File: src/rtl/gcd_lcm_sched.sv
// Round-robin front end for a single shared GCD/LCM engine: grants one requester,
// streams its operand pair into the engine, and returns the result tagged with the requester id.
module gcd_lcm_sched #(
  parameter int SIZE    = 8,
  parameter int NREQ    = 4,
  parameter int TIMEOUT = 64,
  localparam int IDW    = $clog2(NREQ),
  localparam int LW     = 2*SIZE+1,
  localparam int CW     = $clog2(TIMEOUT+1)
) (
  input  logic                 clk,
  input  logic                 rst_n,
  input  logic [NREQ-1:0]      req,
  input  logic [NREQ*SIZE-1:0] req_a,
  input  logic [NREQ*SIZE-1:0] req_b,
  output logic [NREQ-1:0]      req_ack,
  output logic                 eng_start,
  output logic [SIZE-1:0]      eng_data,
  input  logic                 eng_done,
  input  logic [SIZE-1:0]      eng_gcd,
  input  logic [LW-1:0]        eng_lcm,
  output logic                 rsp_valid,
  output logic [IDW-1:0]       rsp_id,
  output logic [SIZE-1:0]      rsp_gcd,
  output logic [LW-1:0]        rsp_lcm,
  output logic                 rsp_err,
  output logic                 busy
);

  typedef enum logic [2:0] {IDLE, LOAD_A, LOAD_B, WAIT, RESP} state_t;

  typedef struct packed {
    logic [IDW-1:0]  id;
    logic [SIZE-1:0] gcd;
    logic [LW-1:0]   lcm;
    logic            err;
  } rsp_t;

  logic [NREQ-1:0][SIZE-1:0] opa_v, opb_v;
  assign opa_v = req_a;
  assign opb_v = req_b;

  state_t          state, state_d;
  logic [IDW-1:0]  ptr, ptr_d, id, id_d, gnt_id;
  logic [SIZE-1:0] op_a, op_a_d, op_b, op_b_d, data_d;
  logic [CW-1:0]   cnt, cnt_d;
  logic            seen_low, seen_d, start_d, vld_d, gnt_found;
  logic [NREQ-1:0] ack_d;
  rsp_t            rsp_q, rsp_d;
  logic [IDW:0]    sum;

  // rotating search: first set req bit at or above ptr, wrapping
  always_comb begin
    gnt_id    = '0;
    gnt_found = 1'b0;
    sum       = '0;
    for (int k = 0; k < NREQ; k++) begin
      sum = {1'b0, ptr} + (IDW+1)'(k);
      if (sum >= (IDW+1)'(NREQ)) sum = sum - (IDW+1)'(NREQ);
      if (!gnt_found && req[sum[IDW-1:0]]) begin
        gnt_found = 1'b1;
        gnt_id    = sum[IDW-1:0];
      end
    end
  end

  always_comb begin
    state_d = state;
    ptr_d   = ptr;
    id_d    = id;
    op_a_d  = op_a;
    op_b_d  = op_b;
    cnt_d   = cnt;
    seen_d  = seen_low;
    ack_d   = '0;
    start_d = 1'b0;
    data_d  = eng_data;
    vld_d   = 1'b0;
    rsp_d   = rsp_q;
    case (state)
      IDLE: begin
        cnt_d  = '0;
        seen_d = 1'b0;
        if (gnt_found) begin
          id_d          = gnt_id;
          op_a_d        = opa_v[gnt_id];
          op_b_d        = opb_v[gnt_id];
          ack_d[gnt_id] = 1'b1;
          if (opa_v[gnt_id] == '0 || opb_v[gnt_id] == '0) begin
            state_d = RESP;
            vld_d   = 1'b1;
            rsp_d   = '{id: gnt_id, gcd: '0, lcm: '0, err: 1'b1};
          end else begin
            state_d = LOAD_A;
            start_d = 1'b1;
            data_d  = opa_v[gnt_id];
          end
        end
      end
      LOAD_A: begin
        state_d = LOAD_B;
        data_d  = op_b;
        seen_d  = seen_low | ~eng_done;
      end
      LOAD_B: begin
        state_d = WAIT;
        seen_d  = seen_low | ~eng_done;
      end
      WAIT: begin
        seen_d = seen_low | ~eng_done;
        cnt_d  = cnt + 1'b1;
        // a done level left over from the previous op only counts after it has dropped
        if (eng_done && seen_low) begin
          state_d = RESP;
          vld_d   = 1'b1;
          rsp_d   = '{id: id, gcd: eng_gcd, lcm: eng_lcm, err: 1'b0};
        end else if (cnt == CW'(TIMEOUT-1)) begin
          state_d = RESP;
          vld_d   = 1'b1;
          rsp_d   = '{id: id, gcd: '0, lcm: '0, err: 1'b1};
        end
      end
      RESP: begin
        state_d = IDLE;
        ptr_d   = (id == IDW'(NREQ-1)) ? '0 : id + 1'b1;
        cnt_d   = '0;
        seen_d  = 1'b0;
      end
      default: state_d = IDLE;
    endcase
  end

  always_ff @(posedge clk or negedge rst_n) begin
    if (!rst_n) begin
      state     <= IDLE;
      ptr       <= '0;
      id        <= '0;
      op_a      <= '0;
      op_b      <= '0;
      cnt       <= '0;
      seen_low  <= 1'b0;
      req_ack   <= '0;
      eng_start <= 1'b0;
      eng_data  <= '0;
      rsp_valid <= 1'b0;
      rsp_q     <= '0;
      busy      <= 1'b0;
    end else begin
      state     <= state_d;
      ptr       <= ptr_d;
      id        <= id_d;
      op_a      <= op_a_d;
      op_b      <= op_b_d;
      cnt       <= cnt_d;
      seen_low  <= seen_d;
      req_ack   <= ack_d;
      eng_start <= start_d;
      eng_data  <= data_d;
      rsp_valid <= vld_d;
      rsp_q     <= rsp_d;
      busy      <= (state_d != IDLE);
    end
  end

  assign rsp_id  = rsp_q.id;
  assign rsp_gcd = rsp_q.gcd;
  assign rsp_lcm = rsp_q.lcm;
  assign rsp_err = rsp_q.err;

endmodule

File: config.mk
export PLATFORM = sky130hd
export DESIGN_NAME = gcd_lcm_sched
export DESIGN_NICKNAME = d
export VERILOG_FILES = /design/src/rtl/gcd_lcm_sched.sv
export SDC_FILE = /design/constraint.sdc
export NUM_CORES = 1
export LEC_CHECK = 0
export CAP_MARGIN = 20
export CORE_MARGIN = 5
export CORE_UTILIZATION = 43
export DETAILED_ROUTE_END_ITERATION = 8
export PLACE_DENSITY = 0.81
export SYNTH_ARGS = -nofsm -noshare
export SYNTH_HDL_FRONTEND = slang
export SYNTH_SLANG_ARGS = --single-unit
File: constraint.sdc
create_clock -name clk -period 3.2 [get_ports clk]
set_input_delay 0.64 -clock clk [delete_from_list [all_inputs] [get_ports clk]]
set_output_delay 0.64 -clock clk [all_outputs]
set_load 0.005 [all_outputs]
======== After elaboration in Yosys (flattened, before gate mapping) ========
Index checks and enable logic that the tools add are counted.
word-level totals
  register bits ........................... 66
  output and inout bits ................... 43
operators by class
  add/subtract/negate cells ............... 9
  order comparisons ....................... 10
  equality and inequality tests ........... 10
  muxes and demuxes ....................... 52
  bitwise gates (word level) .............. 2
  reduce and logical (&&, ||, !) cells .... 22
operator list
  operator                                                   number
  two-way mux 28 bit                                         4
  one-hot mux 28 bit (2 select lines)                        1
  binary-select mux 8 bit (select 2 bit)                     2
  two-way mux 8 bit                                          4
  two-way mux 2 bit                                          9
  zero test 8 bit                                            2
  two-way mux 1 bit                                          16
  one-hot mux 8 bit (2 select lines)                         1
  < comparator 2 x 3 -> 1 bit (second input constant)        5
  one-hot mux 7 bit (2 select lines)                         1
  two-way mux 3 bit                                          4
  one-hot mux 3 bit (4 select lines)                         1
  greater-or-equal comparator 3 bit (second input constant)  3
  binary-select mux 1 bit (select 2 bit)                     4
  two-way mux 4 bit                                          2
  nonzero test 2 bit                                         4
  subtractor 2 x 1 -> 2 bit (second input constant)          4
  adder 7 x 1 -> 7 bit (second input constant)               1
  equality test 7 x 6 -> 1 bit (second input constant)       1
  adder 2 x 2 -> 3 bit (second input constant)               2
  equality test 3 x 2 -> 1 bit (second input constant)       2
  inequality test 2 bit (second input constant)              3
  logical AND 1 bit                                          5
  one-hot mux 1 bit (2 select lines)                         2
  other kinds (20)                                           22

======== Longest topological paths before layout ========
  depth in word-level cells ............... 22
  gate-level depth with buffers ........... 12
  depth with buffers taken out ............ 9

======== Least setup slack after synthesis ========
OpenSTA, ideal clock, no wires.
  path type ............................... input-to-reg
  start point ............................. in req[0]
  end point ............................... reg rsp_q (netlist bit rsp_id[0])
  setup time .............................. 125 ps
  arrival time ............................ 2739 ps
  data required time ...................... 3075 ps
  slack ................................... 336 ps
  stages on the path ...................... 11
  cells stage by stage .................... a21oi_1 > o21a_1 > o22ai_2 > buf_6 > mux2i_1 > mux2i_1 > or4_1 > o22ai_2 > a32oi_2 > buf_6 > mux2_4
between the ends
  word-level cells in the longest chain between the ends .. 18
ends and longest elaborated chain
  what                                     RTL line  source
  from (decl)                              13        input logic [NREQ-1:0] req,
  binary-select mux 1 bit (select 2 bit)   60        if (!gnt_found && req[sum[IDW-1:0]]) begin
  two-way mux 1 bit (not written as such)  60
  two-way mux 1 bit                        60
  zero test 1 bit                          60
  logical AND 1 bit                        60
  two-way mux 1 bit                        60
  zero test 1 bit                          60
  logical AND 1 bit                        60
  [2 not listed]                           -
  logical AND 1 bit                        60
  two-way mux 2 bit                        60
  binary-select mux 8 bit (select 2 bit)   89        if (opa_v[gnt_id] == '0 || opb_v[gnt_id] == '0) begin
  two-way mux 8 bit (not written as such)  89
  zero test 8 bit                          89
  logical OR 1 bit                         89
  inequality test 2 bit (no source line)   -
  AND reduction 4 bit (no source line)     -
  to (signal assigned)                     160       rsp_q <= rsp_d;
  to (decl)                                49        rsp_t rsp_q, rsp_d;
Parallel ways exist; a longest one is shown, timed or not. The select of a mux whose other input is x is not followed.
A chain may end at the register's enable or synchronous reset.

======== Worst setup path after layout ========
  start point ............................. in req[0]
  end point ............................... reg rsp_q (netlist bit rsp_lcm[11])
between the ends
  word-level cells in the longest chain between the ends .. 18
ends and longest elaborated chain
  what                                     RTL line
  binary-select mux 1 bit (select 2 bit)   60
  two-way mux 1 bit (not written as such)  60
  two-way mux 1 bit                        60
  zero test 1 bit                          60
  logical AND 1 bit                        60
  two-way mux 1 bit                        60
  zero test 1 bit                          60
  logical AND 1 bit                        60
  [2 not listed]                           -
  logical AND 1 bit                        60
  two-way mux 2 bit                        60
  binary-select mux 8 bit (select 2 bit)   89
  two-way mux 8 bit (not written as such)  89
  zero test 8 bit                          89
  logical OR 1 bit                         89
  inequality test 2 bit (no source line)   -
  AND reduction 4 bit (no source line) *   -
Every way passes the cells marked *; elsewhere a longest branch is shown, timed or not. The select of a mux whose other input is x is not followed.

==> flow_metrics.env <==
export IMPL_outcome="completed"
export IMPL_synthesis_instances=276
export IMPL_crit_slowest_cell="or4_4"
export IMPL_postSynth_asyncResetShare_pct=100.0
export IMPL_slew_violations=0
export IMPL_hp_class="input pin to async pin"
export IMPL_core_area_um2=7292
export IMPL_finalWorstSetupSlack_ns=0.1136
export IMPL_synth_adder_area_share_pct=0.7767
export IMPL_hpwlAfterDp_mm=7.016
export IMPL_leakage_nw=2.455
export IMPL_most_heavily_used_metal_layer_in_global_routing="met2"
export IMPL_gp_congestion=0.7482
export IMPL_finClkSkew_ns=0.005353
export IMPL_worst_slew_pin_transition_ns=0.9827
export IMPL_cap_violations=0
export IMPL_multi_input_comb_area_um2=1504
export IMPL_timing_worst_setup_path_type="input pin to register"
export IMPL_ys_seq_area_share_pct=51.26
export IMPL_num_antenna_cells=0
export IMPL_ys_warnings_count=0
export IMPL_vdd_ir_drop_max_uv=491.2
export IMPL_r2r_start="ptr[0]"
export IMPL_synthDistinctLibCells=40
export IMPL_critical_path_endpoint_type="register"
export IMPL_p_total_mw=4.388
export IMPL_dominantRegCellSynth="dfrtp_1"
export IMPL_start_util_pct=44.18
export IMPL_count_of_buffers_inserted_at_the_top_level_ports=138
export IMPL_postSynthRegisterBits=66
export IMPL_path_cells="dlygate4sd2_1 -> a21oi_1 -> o21a_1 -> o22ai_4 -> buf_12 -> mux2i_1 -> mux2i_1 -> or4_4 -> o22ai_4 -> a32oi_4 -> buf_6 -> buf_16 -> a22o_1"
export IMPL_drcViolationCount=0
export IMPL_worst_setup_path_start_kind="input pin"
export IMPL_place_area_um2=4862
export IMPL_path_clk_slew_ns=0.07
export IMPL_grt_start_max_net_pins=44
export IMPL_grt_overflow_total=0
export IMPL_ant_nets=0
export IMPL_maximum_root_to_sink_buffer_count=2
export IMPL_fillers=521
export IMPL_h_tree_depth=3
export IMPL_detailed_route_wl_mm=9.636
export IMPL_detailedRoute_firstIterationViolations=140
export IMPL_routed_via_count=2890
export IMPL_reg2reg_slack_ns=0.22
export IMPL_std_cell_rows=31
export IMPL_drive_gt1_share_pct=17.66
export IMPL_arrival_ns=3.30
export IMPL_clock_fmax_ghz=0.3240
export IMPL_design_portCount=139
export IMPL_viasPerCell=5.236
export IMPL_report_final_setup_viol=0
export IMPL_cts_root_buffer="clkbuf_8"
export IMPL_first_global_vias=3124
export IMPL_design_die_area_um2=9324
export IMPL_grt_first_pass_wirelength_mm=15.57
export IMPL_r2r_worst_path_cells=12
export IMPL_critical_path_n_buffers_inverters=4
export IMPL_worstPathRequired_ns=3.41
export IMPL_grtUsageMet2_pct=37.24
export IMPL_finalInstanceArea_um2=5311
export IMPL_whs_ns=0.2854
export IMPL_yosys_area_share_xor_xnor_pct=0.2718
export IMPL_layout_commonest_cell="clkdlybuf4s50_1"
export IMPL_synth_area_mux_share_pct=17.13
export IMPL_syn_nets=374
export IMPL_crit_fanout=13
export IMPL_final_core_util_pct=72.84
export IMPL_tritoncts_clock_tree="yes"
export IMPL_globalRouteMet3Util_pct=6.507
export IMPL_floorplan_die_height_um=96.56
export IMPL_cp_top_family="compound AO/OA/AOI/OAI gates"
export IMPL_dpl_worst_slack_ns=-0.4032
export IMPL_max_stage_delay_ns=0.55
export IMPL_pwr_density_cell_nw_per_um2=826.2
export IMPL_global_route_usage_met1_pct=26.38
export IMPL_setup_worst_path_start="req[0]"
export IMPL_routed_wire_length_per_instance_um=17.46
export IMPL_post_route_period_util_pct=96.45
export IMPL_number_of_enable_flip_flop_cells_after_synthesis=0
export IMPL_synthSimpleGateAreaFrac_pct=10.68
export IMPL_dieWidth_um=96.56
export IMPL_areaGrowthSynthToFinish_pct=64.85
export IMPL_max_slew_margin_pct=34.35
export IMPL_synth_top_family_by_area="multiplexers"
export IMPL_initial_antenna_violation_count=0
export IMPL_clkLatencyLatePin_ns=0.33
export IMPL_final_nets=548
export IMPL_clock_sinks=66
export IMPL_ff_latch_area_um2=1652
export IMPL_hold_violations=0
export IMPL_mostFrequentLayoutCells="clkdlybuf4s50_1 (133), dfrtp_1 (66), mux2i_1 (39)"
export IMPL_rr_endpoint="rsp_lcm[11]"
export IMPL_number_of_buffers_inserted_during_clock_tree_synthesis=9
export IMPL_combined_area_of_all_synthesized_cells_um2=3222
export IMPL_compound_gate_portion_of_the_synthesized_area_pct=15.84
export IMPL_global_route_usage_total_pct=21.91
export IMPL_synth_area_per_cell_um2=11.67
export IMPL_timing_final_crit_period_ns=3.086
export IMPL_dr_pass1_iters=4
==> cell type report <==
type / instances / area share [%]
Multi-Input combinational cell: 192 / 28.32
Sequential cell: 66 / 31.10
Clock buffer: 11 / 2.662
Timing Repair Buffer: 177 / 34.09
Clock inverter: 3 / 1.225
Tap cell: 99 / 2.332
Inverter: 4 / 0.2827
==> power by group <==
group          leakage, nW  internal [mW]  switching, mW
logic                 1.51           1.33          0.912
clock network        0.105          0.451          0.297
registers            0.838           1.18          0.222
==> synthesized netlist by cell type, types with 3 or more instances <==
master     n  area [µm²]
dfrtp_1   66        1652
mux2i_1   42       420.4
nand2_1   29       108.9
a22o_1    26       227.7
o21ai_0   17       85.08
nor2_1    10       37.54
and2_1     9       56.30
mux2_2     9       101.4
a221o_1    8       80.08
a21oi_1    6       30.03
buf_6      5       56.30
clkbuf_1   5       18.77
and3_1     3       18.77
nand4_1    3       18.77
or3_1      3       18.77
==> flip-flops by register name, indices dropped and copies added (netlist names), 2 cells and up <==
| name | cells |
|---|---|
| id | 2 |
| cnt | 7 |
| state | 3 |
| rsp_id | 2 |
| rsp_lcm | 17 |
| ptr | 2 |
| eng_data | 8 |
| req_ack | 4 |
| op_b | 8 |
| rsp_gcd | 8 |
==> worst max-delay path by stage <==
| stage | to | slack, ns | depth (start not counted) |
|---|---|---|---|
| CTS | rsp_gcd[7] | 0.03 | 12 |
| global route | rsp_lcm[8] | -0.009 | 14 |
| global placement | eng_data[7] | -0.36 | 12 |
| finish | rsp_lcm[11] | 0.11 | 13 |
| detailed placement | rsp_lcm[13] | -0.40 | 12 |
| floorplan | rsp_id[0] | 0.34 | 11 |
==> per-layer routing <==
layer  vias up  routed length [µm]
li1       1357                   -
met1      1391                3834
met2       125                4814
met3        17                 818
met4         0                 169
met5         -                   0
==> worst register-to-register path, delay by kind of cell (launching register included) <==
kind | cells | cell delay [ns]
simple gates | 1 | 0.55
mux | 2 | 0.37
compound gates | 5 | 0.97
flops | 1 | 0.38
buf+inv | 4 | 0.59
==> through the flow <==
stage	TNS, ns	instances
after floorplan	0	276
after global placement	-12.66	525
after detailed placement	-14.72	525
after CTS	0	551
after global routing	-0.03969	552
final	0	552
==> kinds of logic (layout without fill, tap and decap cells) <==
kind of cell | count (synthesis) | count (layout)
mux | 53 | 53
xor+xnor | 1 | 1
flops | 66 | 66
fa+ha+maj | 2 | 2
compound gates | 66 | 66
simple gates | 70 | 70
buf+inv | 18 | 195
==> repair_timing <==
action	in CTS	in global routing
gates resized for setup	15	10
hold buffers	0	0
setup buffers	8	2
pin swaps	7	10
setup endpoints to repair	36	38
hold endpoints to repair	0	0
cloned	4	0
No activity file was read; power rests on OpenSTA's default activity.
